**src/rtl/ext_bus_arbiter.sv**
```systemverilog
// Two-port round-robin arbiter for the shared 6-bit external bus: sequences reads
// (address, wait, sample) and writes (setup, one-cycle strobe, release).
module ext_bus_arbiter #(
   parameter int AW          = 6,
   parameter int WAIT_CYCLES = 1
) (
   input  logic          clk,
   input  logic          reset,
   input  logic          req_0,
   input  logic          req_1,
   input  logic          we_0,
   input  logic          we_1,
   input  logic [AW-1:0] payload_0,
   input  logic [AW-1:0] payload_1,
   output logic          gnt_0,
   output logic          gnt_1,
   output logic          ack_0,
   output logic          ack_1,
   output logic [AW-1:0] rdata_0,
   output logic [AW-1:0] rdata_1,
   output logic [AW-1:0] bus_out,
   output logic          bus_strobe,
   input  logic [AW-1:0] bus_in
);

   typedef enum logic [1:0] {IDLE, RD_WAIT, WR_SETUP, WR_STROBE} state_t;

   localparam logic [3:0] WAIT_INIT = 4'(WAIT_CYCLES);

   state_t        state;
   logic [3:0]    cnt;
   logic          last;
   logic          owner;
   logic          turnaround;
   logic          winner;
   logic          win_we;
   logic [AW-1:0] win_payload;

   // On a tie the port that did not win last time gets the bus.
   always_comb begin
      winner      = (req_0 && req_1) ? ~last : req_1;
      win_we      = winner ? we_1 : we_0;
      win_payload = winner ? payload_1 : payload_0;
   end

   // The first IDLE edge after a completion never grants, so a requester has
   // the whole ack cycle to withdraw req before it would be sampled again.
   always_ff @(posedge clk) begin
      if (reset) begin
         state      <= IDLE;
         cnt        <= '0;
         last       <= 1'b1;
         owner      <= 1'b0;
         turnaround <= 1'b0;
         gnt_0      <= 1'b0;
         gnt_1      <= 1'b0;
         ack_0      <= 1'b0;
         ack_1      <= 1'b0;
         rdata_0    <= '0;
         rdata_1    <= '0;
         bus_out    <= '0;
         bus_strobe <= 1'b0;
      end else begin
         gnt_0 <= 1'b0;
         gnt_1 <= 1'b0;
         ack_0 <= 1'b0;
         ack_1 <= 1'b0;
         case (state)
            IDLE: begin
               if (turnaround) begin
                  turnaround <= 1'b0;
               end else if (req_0 || req_1) begin
                  owner   <= winner;
                  last    <= winner;
                  gnt_0   <= ~winner;
                  gnt_1   <= winner;
                  bus_out <= win_payload;
                  if (win_we) begin
                     state <= WR_SETUP;
                  end else begin
                     state <= RD_WAIT;
                     cnt   <= WAIT_INIT;
                  end
               end
            end
            RD_WAIT: begin
               if (cnt != 4'd0) begin
                  cnt <= cnt - 4'd1;
               end else begin
                  if (owner) rdata_1 <= bus_in;
                  else       rdata_0 <= bus_in;
                  ack_0      <= ~owner;
                  ack_1      <= owner;
                  turnaround <= 1'b1;
                  state      <= IDLE;
               end
            end
            WR_SETUP: begin
               bus_strobe <= 1'b1;
               state      <= WR_STROBE;
            end
            WR_STROBE: begin
               bus_strobe <= 1'b0;
               ack_0      <= ~owner;
               ack_1      <= owner;
               turnaround <= 1'b1;
               state      <= IDLE;
            end
            default: state <= IDLE;
         endcase
      end
   end

endmodule

```
**config.mk**
```make
export PLATFORM = sky130hd
export DESIGN_NAME = ext_bus_arbiter
export DESIGN_NICKNAME = d
export VERILOG_FILES = /design/src/rtl/ext_bus_arbiter.sv
export SDC_FILE = /design/constraint.sdc
export NUM_CORES = 1
export LEC_CHECK = 0
export CAP_MARGIN = 20
export CORE_MARGIN = 2
export CORE_UTILIZATION = 43
export DETAILED_ROUTE_END_ITERATION = 10
export GPL_ROUTABILITY_DRIVEN = 0
export PLACE_DENSITY_LB_ADDON = 0.05
export SETUP_SLACK_MARGIN = 0.1
export SKIP_CTS_REPAIR_TIMING = 1
export SLEW_MARGIN = 10
export SYNTH_ARGS = -nofsm -noshare
export SYNTH_HDL_FRONTEND = slang
export SYNTH_SLANG_ARGS = --single-unit
```
**constraint.sdc**
```tcl
create_clock -name clk -period 1.9 [get_ports clk]
set_input_delay 0.285 -clock clk [delete_from_list [all_inputs] [get_ports clk]]
set_output_delay 0.285 -clock clk [all_outputs]
set_load 0.02 [all_outputs]
```
==> results of run 1 <==
[layout make-up]
type | instances | area (um^2) | area share
clock buffer | 7 | 65.1 | 0.0346
inverter | 3 | 11.3 | 0.00598
multi-input combinational | 90 | 616 | 0.327
sequential | 32 | 641 | 0.340
tap | 31 | 38.8 | 0.0206
timing repair buffer | 51 | 510 | 0.271
[through the flow]
step                      setup slack, ns  area, um^2  std cells
final                               0.179        1880        214
after global routing                0.102        1880        214
after CTS                          0.0727        1860        213
after detailed placement           0.0393        1790        206
after global placement             0.0635        1790        206
after floorplan                     0.261        1300        131
[state kept, by name, summed over array words and instances, names as in the netlist]
| name | cells |
|---|---|
| bus_out | 6 |
| cnt | 4 |
| rdata_0 | 6 |
| ack_1 | 1 |
| rdata_1 | 6 |
| last | 1 |
| owner | 1 |
| turnaround | 1 |
| ack_0 | 1 |
| gnt_1 | 1 |
| bus_strobe | 1 |
| gnt_0 | 1 |
| state | 2 |
[worst min path at each step]
stage               start          to  slack [ns]  depth (start not counted)
4_1_cts        turnaround  turnaround        0.47                          2
3_3_place_gp   turnaround  turnaround        0.45                          2
6_report       turnaround  turnaround        0.46                          2
3_5_place_dp   turnaround  turnaround        0.45                          2
5_1_grt        bus_strobe  bus_strobe        0.51                          2
2_1_floorplan   bus_in[0]  rdata_1[0]        0.43                          2
[cells in the mapped netlist]
library cell	n
and2b_1	1
or4_1	2
nor3_4	1
buf_2	3
nand3_1	3
dlymetal6s4s_1	1
clkbuf_1	2
or3b_4	1
o21bai_1	1
nand2b_4	1
nand2_1	5
inv_1	3
nor2_1	23
a31oi_1	2
o31ai_1	1
o21ai_0	1
or3_1	1
mux2i_1	18
ha_1	1
nand3b_1	1
or2_2	2
nor3_1	3
a2bb2oi_1	1
dfxtp_1	32
o21a_1	1
nor3b_1	4
a21boi_0	1
a211oi_1	8
and4b_1	1
a21oi_1	5
mux2_2	1
[kinds of logic after synthesis]
logic type,share of synthesized area
buf+inv,0.0357
mux,0.148
fa+ha+maj,0.00964
simple gates,0.204
flops,0.494
compound gates,0.109
[worst max-delay path, delay by kind of cell (launching register included)]
| kind | cells | cell delay, ns |
|---|---|---|
| adders and majority gates | 1 | 0.18 |
| buffers and inverters | 1 | 0.07 |
| AOI/OAI and AO/OA | 3 | 0.60 |
| and+or+nand+nor | 1 | 0.42 |
| DFF | 1 | 0.35 |
[where the power goes]
group	total, W	internal, W	switching (W)
registers	0.000812	0.000752	0.0000599
logic	0.000598	0.000297	0.000301
clock network	0.000436	0.000210	0.000226
[routing by layer]
layer / vias to the layer above / track usage
li1: 566 / -
met1: 540 / 0.204
met2: 37 / 0.341
met3: 6 / 0.0879
met4: 0 / 0.0779
met5: - / 0
==> results.toml, run 1 <==
[cells_and_area]
fill_cells = 246
nets = 208
final_cell_mix = "clkdlybuf4s50_1 (46), dfxtp_1 (32), nor2_1 (23), mux2i_1 (18), a211oi_1 (8)"
final_common_cell = "clkdlybuf4s50_1"
diodes = 0
utilization = 0.671
drive_above_1_share = 0.104
synthToLayoutAreaGrowth_pct = 45.0

[status]
status = "finished with violations"
violations = "design-rule violations"

[setup_path]
start_kind = "flip-flop"
crit_chain = "inv_1 -> ha_1 -> or3b_4 -> a2bb2oi_1 -> a21oi_1 -> o21a_1"
r2r-start = "cnt[0]"
cp-endpoint = "cnt[0]"
r2r_cells = 6
cp-end-kind = "flip-flop"
worstSetupStartpoint = "cnt[0]"
crit_required_ns = 2.13
critPathKind = "reg2reg"
critPathArrivalTime_ns = 1.95
worst-path-max-fanout = 4
slowest_stage = "or3b_4"
max_stage_delay_ns = 0.42
r2r_setup_slack_ns = 0.18
r2r-end = "cnt[0]"

[cts]
cts_made_buffers = 5
cts_tree = "done"
clk_pin_slew_ns = 0.10
h-tree-depth = 2
clkLatencyLatePin_ns = 0.33
clock-sinks = 32
cts-root-buf = "clkbuf_4"
clockBufferDepth = 2

[synth]
ys_ff_latch = 32
yosys.cell_types.count = 31
synth_top_area_cell = "dfxtp_1"
synth_fp_nets = 156
yosys.area.top_type_share = 0.494
post_synth_main_area_contributors = "dfxtp_1 (49%), mux2i_1 (14%), nor2_1 (6.7%), a211oi_1 (4.6%), nor3b_1 (2.3%)"
yosys_warnings = 0
ys_seq_area_frac = 0.494
netlist_area_mm2 = 0.00130
syn_inst = 131
syn_area_per_cell_um2 = 9.90

[global_routing]
grt_pass1_vias = 1124
overflow = 0
grt_antenna_before_repair = 0
grt_max_degree = 17
grt_pass1_wl_mm = 4.93
gr-usage-all-layers = 0.196

[pwr]
power_density_mw_per_mm2 = 981
leakage_nw = 0.741
max-vdd-ir-drop_mv = 0.565
total_power_w = 0.00185

[timing]
fin_worst_skew_ns = 0.00980
tightest_slew_ns = 0.421
max_slew_margin = 0.716
finalCriticalPeriod_ns = 1.72
finalHoldViolCount = 0
period_share = 0.906
maxSlewViolCount = 0
tns_ns = 0
holdWs_ns = 0.464
rsz0062_at_grt = "false"
fmax_mhz = 581
setup_viol = 0

[floorplanning]
chipWidth_um = 58.9
dieArea_mm2 = 0.00347
ioPinCount = 47
start_util = 0.463
rows = 19
core_area_mm2 = 0.00281
die_height_um = 58.9

[job]
drv_cap = 0

[drt]
avgViaCountPerCell = 5.37
dr.max_layer_used = "met4"
wl_met1_mm = 1.24
routed-wl-met2_mm = 1.64
wl_met3_um = 213
vias = 1149
first_iter_violations = 85
ant_nets = 0
drt_pass1_iterations = 8
drc_errors = 2
routedWlPerCell_um = 14.7
wirelength_mm = 3.14

[place]
io_buffers = 46
dp_hpwl_mm = 2.23

[min_path]
hold_class = "reg2reg"
Power figures use the tool's default switching activity.
==> inputs of run 2 (changes only) <==
ABC_AREA = 1   (was not set)
CORE_ASPECT_RATIO = 2   (was not set)
SLEW_MARGIN = 40   (was 10)
==> results.toml, run 2 <==
[synth]
syn_inst = 195
yosys_warnings = 0
ys_ff_latch = 32
ys_seq_area_frac = 0.468
yosys.cell_types.count = 21
ys.flop_type = "dfxtp_1"
synth_top_area_cell = "dfxtp_1"
yosys.area.top_type_share = 0.468
syn_area_per_cell_um2 = 7.03
synth_xor_area_frac = 0
netlist_area_mm2 = 0.00137
synth_mux_area_frac = 0
synth_top_family_by_area = "simple AND/OR/NAND/NOR gates"
post_synth_main_area_contributors = "dfxtp_1 (47%), nand2_1 (14%), nor2_1 (10%), inv_1 (5.5%), o21ai_0 (5.1%)"
synth-simple-area-share = 0.328
synth-edff-count = 0
synth_fa_ha_area_frac = 0.00913
synth_compound_area_frac = 0.105
synthArstFlopShare = 0
synth_fp_nets = 220
yosysMostFrequentCell = "nand2_1"
synth_common_cells = "nand2_1 (51), nor2_1 (37), dfxtp_1 (32)"

[setup_path]
max_stage_delay_ns = 0.61
cp_num_buf_inv = 1
cp-end-kind = "primary output"
worstSetupStartpoint = "bus_out[0]"
worst-path-max-fanout = 2
r2r-start = "cnt[0]"
critPathArrivalTime_ns = 1.23
r2r-end = "rdata_0[5]"
crit_chain = "clkdlybuf4s50_1"
r2r_cells = 8
r2r_setup_slack_ns = 0.43
critPathKind = "reg2out"
crit_required_ns = 1.62
start_kind = "flip-flop"
slowest_stage = "clkdlybuf4s50_1"
critical-path-top-delay-family = "buffers and inverters"

[cts]
clkLatencyLatePin_ns = 0.27
h-tree-depth = 2
cts_made_buffers = 5
clockBufferDepth = 2
clk_pin_slew_ns = 0.06
cts-root-buf = "clkbuf_8"
cts_tree = "done"
clock-sinks = 32

[cells_and_area]
diodes = 0
synthToLayoutAreaGrowth_pct = 41.6
final_cells = 278
fill_cells = 316
top_regs = "bus_out: 6 flops, rdata_0: 6 flops, rdata_1: 6 flops"
drive_above_1_share = 0.0810
nets = 272
multi_input_area_um2 = 606
seq_area_um2 = 641
final_cell_mix = "nand2_1 (51), clkdlybuf4s50_1 (46), nor2_1 (37), dfxtp_1 (32), inv_1 (20)"
final_common_cell = "nand2_1"

[drt]
first_iter_violations = 22
vias = 1376
drc_errors = 0
drt_pass1_iterations = 5
avgViaCountPerCell = 4.95
ant_nets = 0
routedWlPerCell_um = 11.5
wirelength_mm = 3.20

[floorplanning]
ioPinCount = 47
dieArea_mm2 = 0.00368
core_area_mm2 = 0.00312
die_height_um = 83.8
chipWidth_um = 43.9
start_util = 0.439
rows = 29

[pwr]
power_density_mw_per_mm2 = 1120
leakage_nw = 0.848
max-vdd-ir-drop_mv = 0.699

[place]
io_buffers = 46
dp_hpwl_mm = 2.59
dp_cells = 271

[timing]
max_slew_margin = 0.657
tightest_slew_ns = 0.514
maxSlewViolCount = 0
rsz0062_at_grt = "false"
period_share = 0.795
finalCriticalPeriod_ns = 1.51
holdWs_ns = 0.460
finalHoldViolCount = 0
fin_worst_skew_ns = 0.00225
fmax_mhz = 662
setup_viol = 0
tns_ns = 0

[global_routing]
grt_pass1_vias = 1392
grt_pass1_wl_mm = 5.60
grt_max_degree = 21
overflow = 0
gr-usage-all-layers = 0.198
grt_antenna_before_repair = 0

[min_path]
hold_depth = 2
hold_class = "reg2reg"
worstHoldStart = "last"
min_to = "last"

[status]
status = "completed"

[job]
drv_cap = 0
run 2: area by class of cell:
cell class	count	share of cell area
flip-flops and latches	32	0.330
multi-input cells	136	0.312
repair buffers	49	0.249
inverters	23	0.0484
clock buffers	6	0.0374
well taps	31	0.0200
clock inverters	1	0.00258
run 2: worst max path at each step:
stage                            end  slack, ns  cells past startpoint
after CTS                 rdata_1[0]       0.37                      1
final                     bus_out[0]       0.39                      1
after floorplan           rdata_1[0]       0.64                      8
after global routing      rdata_1[1]       0.21                      7
after global placement        cnt[0]       0.25                      9
after detailed placement      cnt[0]       0.18                      9
run 2: power breakdown:
group,total [W],internal [W],switching (W)
logic,0.000833,0.000348,0.000485
clock network,0.000480,0.000249,0.000231
registers,0.000869,0.000792,0.0000765
total,0.00218,0.00139,0.000793
run 2: metrics by stage:
step | instance area, um^2 | setup WS (ns) | power, W | utilization
finish | 1940 | 0.389 | 0.00218 | 0.621
global route | 1940 | 0.214 | 0.00234 | 0.621
CTS | 1940 | 0.367 | 0.00221 | 0.621
detailed placement | 1860 | 0.176 | 0.00173 | 0.597
global placement | 1860 | 0.254 | 0.00170 | 0.597
floorplan | 1370 | 0.639 | 0.00143 | -
run 2: routing by layer:
metal | vias up | GRT usage | routed length [um]
met4 | 0 | 0.102 | 68
met2 | 51 | 0.392 | 1900
met1 | 610 | 0.164 | 1090
met5 | - | 0 | 0
li1 | 707 | - | -
met3 | 8 | 0.0411 | 152
run 2: kinds of logic after synthesis:
kind of cell,count (synthesis)
adders and majority gates,1
buffers and inverters,27
AOI/OAI and AO/OA,28
DFF,32
and+or+nand+nor,107
==> inputs of run 3 (changes only) <==
clock period = 1.4 ns   (was 1.9 ns; I/O delays follow)
==> results.toml, run 3 (same netlist as run 2, synthesis figures left out) <==
[status]
status = "completed"

[setup_path]
start_kind = "flip-flop"
critPathKind = "reg2reg"
critical-path-top-delay-family = "flip-flops"
crit_required_ns = 1.57
cp-end-kind = "flip-flop"
slowest_stage = "dfxtp_2"
critPathArrivalTime_ns = 1.44
r2r_setup_slack_ns = 0.13
r2r_cells = 7
worst-path-max-fanout = 7
crit_chain = "inv_2 -> ha_4 -> nand3_4 -> inv_1 -> nand3_2 -> o21ai_0 -> nor2_1"
cp.depth = 7
r2r-end = "rdata_0[2]"
cp_num_buf_inv = 2
r2r-start = "cnt[1]"
max_stage_delay_ns = 0.32

[drt]
routedWlPerCell_um = 12.4
ant_nets = 0
vias = 1443
drc_errors = 0
wirelength_mm = 3.57
avgViaCountPerCell = 5.01
drt_pass1_iterations = 4
first_iter_violations = 24

[timing]
tightest_slew_ns = 0.280
finalCriticalPeriod_ns = 1.27
maxSlewViolCount = 0
max_slew_margin = 0.813
period_share = 0.905
tns_ns = 0
rsz0062_at_grt = "true"
fin_worst_skew_ns = 0.00485
setup_viol = 0
fin_ws_ns = 0.134
fmax_mhz = 790
finalHoldViolCount = 0

[cells_and_area]
synthToLayoutAreaGrowth_pct = 62.1
design_area_mm2 = 0.00222
final_cell_mix = "nand2_1 (47), nor2_1 (36), dfxtp_1 (27), dlymetal6s2s_1 (24), clkdlybuf4s50_1 (22)"
final_common_cell = "nand2_1"
diodes = 0
drive_above_1_share = 0.198
nets = 282
top_regs = "bus_out: 6 flops, rdata_0: 6 flops, rdata_1: 6 flops"

[floorplanning]
chipWidth_um = 43.9
core_area_mm2 = 0.00312
start_util = 0.439
ioPinCount = 47
die_height_um = 83.8
dieArea_mm2 = 0.00368
rows = 29

[global_routing]
gr-usage-all-layers = 0.201
overflow = 0
grt_max_degree = 20
grt_pass1_wl_mm = 5.66
grt_antenna_before_repair = 0
grt_pass1_vias = 1447

[cts]
cts_made_buffers = 5
cts-root-buf = "clkbuf_8"
clk_pin_slew_ns = 0.06
clkLatencyLatePin_ns = 0.28
h-tree-depth = 2
cts_tree = "done"
clock-sinks = 32
clockBufferDepth = 2

[place]
dp_hpwl_mm = 2.77
dp_slack_ns = -0.165
placed_area_mm2 = 0.00193
io_buffers = 46

[pwr]
max-vdd-ir-drop_mv = 1.04
leakage_nw = 1.34
power_density_mw_per_mm2 = 1560

[min_path]
min_to = "last"
worstHoldStart = "last"
hold_class = "reg2reg"
hold_depth = 2

[job]
drv_cap = 0
## run 3: per-stage QoR
| step | util | total power, W | cells | hold slack [ns] |
|---|---|---|---|---|
| after floorplan | - | 0.00194 | 195 | 0.289 |
| after global placement | 0.620 | 0.00244 | 279 | 0.457 |
| after detailed placement | 0.620 | 0.00250 | 279 | 0.452 |
| after CTS | 0.645 | 0.00316 | 286 | 0.468 |
| after global routing | 0.712 | 0.00367 | 288 | 0.494 |
| final | 0.712 | 0.00346 | 288 | 0.465 |
## run 3: worst max path at each step
| stage | start | to | slack, ns |
|---|---|---|---|
| floorplan | cnt[0] | rdata_1[0] | 0.14 |
| global placement | req_0 | cnt[3] | -0.10 |
| detailed placement | req_1 | cnt[0] | -0.17 |
| CTS | bus_strobe | bus_strobe | -0.06 |
| global route | cnt[1] | rdata_0[1] | 0.05 |
| finish | cnt[1] | rdata_0[2] | 0.13 |
## run 3: where the power goes
| group | internal (W) | switching, W | total, W |
|---|---|---|---|
| logic | 0.000734 | 0.000862 | 0.00160 |
| clock network | 0.000337 | 0.000319 | 0.000657 |
| registers | 0.00109 | 0.000116 | 0.00120 |
## run 3: area by class of cell
type | count | area (um^2)
Tap cell | 31 | 38.8
Timing Repair Buffer | 59 | 651
Sequential cell | 32 | 649
Inverter | 23 | 96.3
Clock buffer | 6 | 72.6
Clock inverter | 1 | 5.00
Fill cell | 267 | 900
Multi-Input combinational cell | 136 | 708
## run 3: layer usage
layer / global-route usage / routed length, um / vias to the layer above
li1: - / - / 727
met1: 0.172 / 1190 / 662
met2: 0.382 / 2110 / 44
met3: 0.0390 / 153 / 10
met4: 0.127 / 111 / 0
met5: 0 / 0 / -
## run 3: worst register-to-register path, delay by kind of cell, from the launching register on
family,cells,cell delay [ns]
flip-flops,1,0.32
AND/OR/NAND/NOR,3,0.30
buffers and inverters,2,0.19
AO/OA/AOI/OAI,1,0.19
adder cells (fa/ha/maj),1,0.14
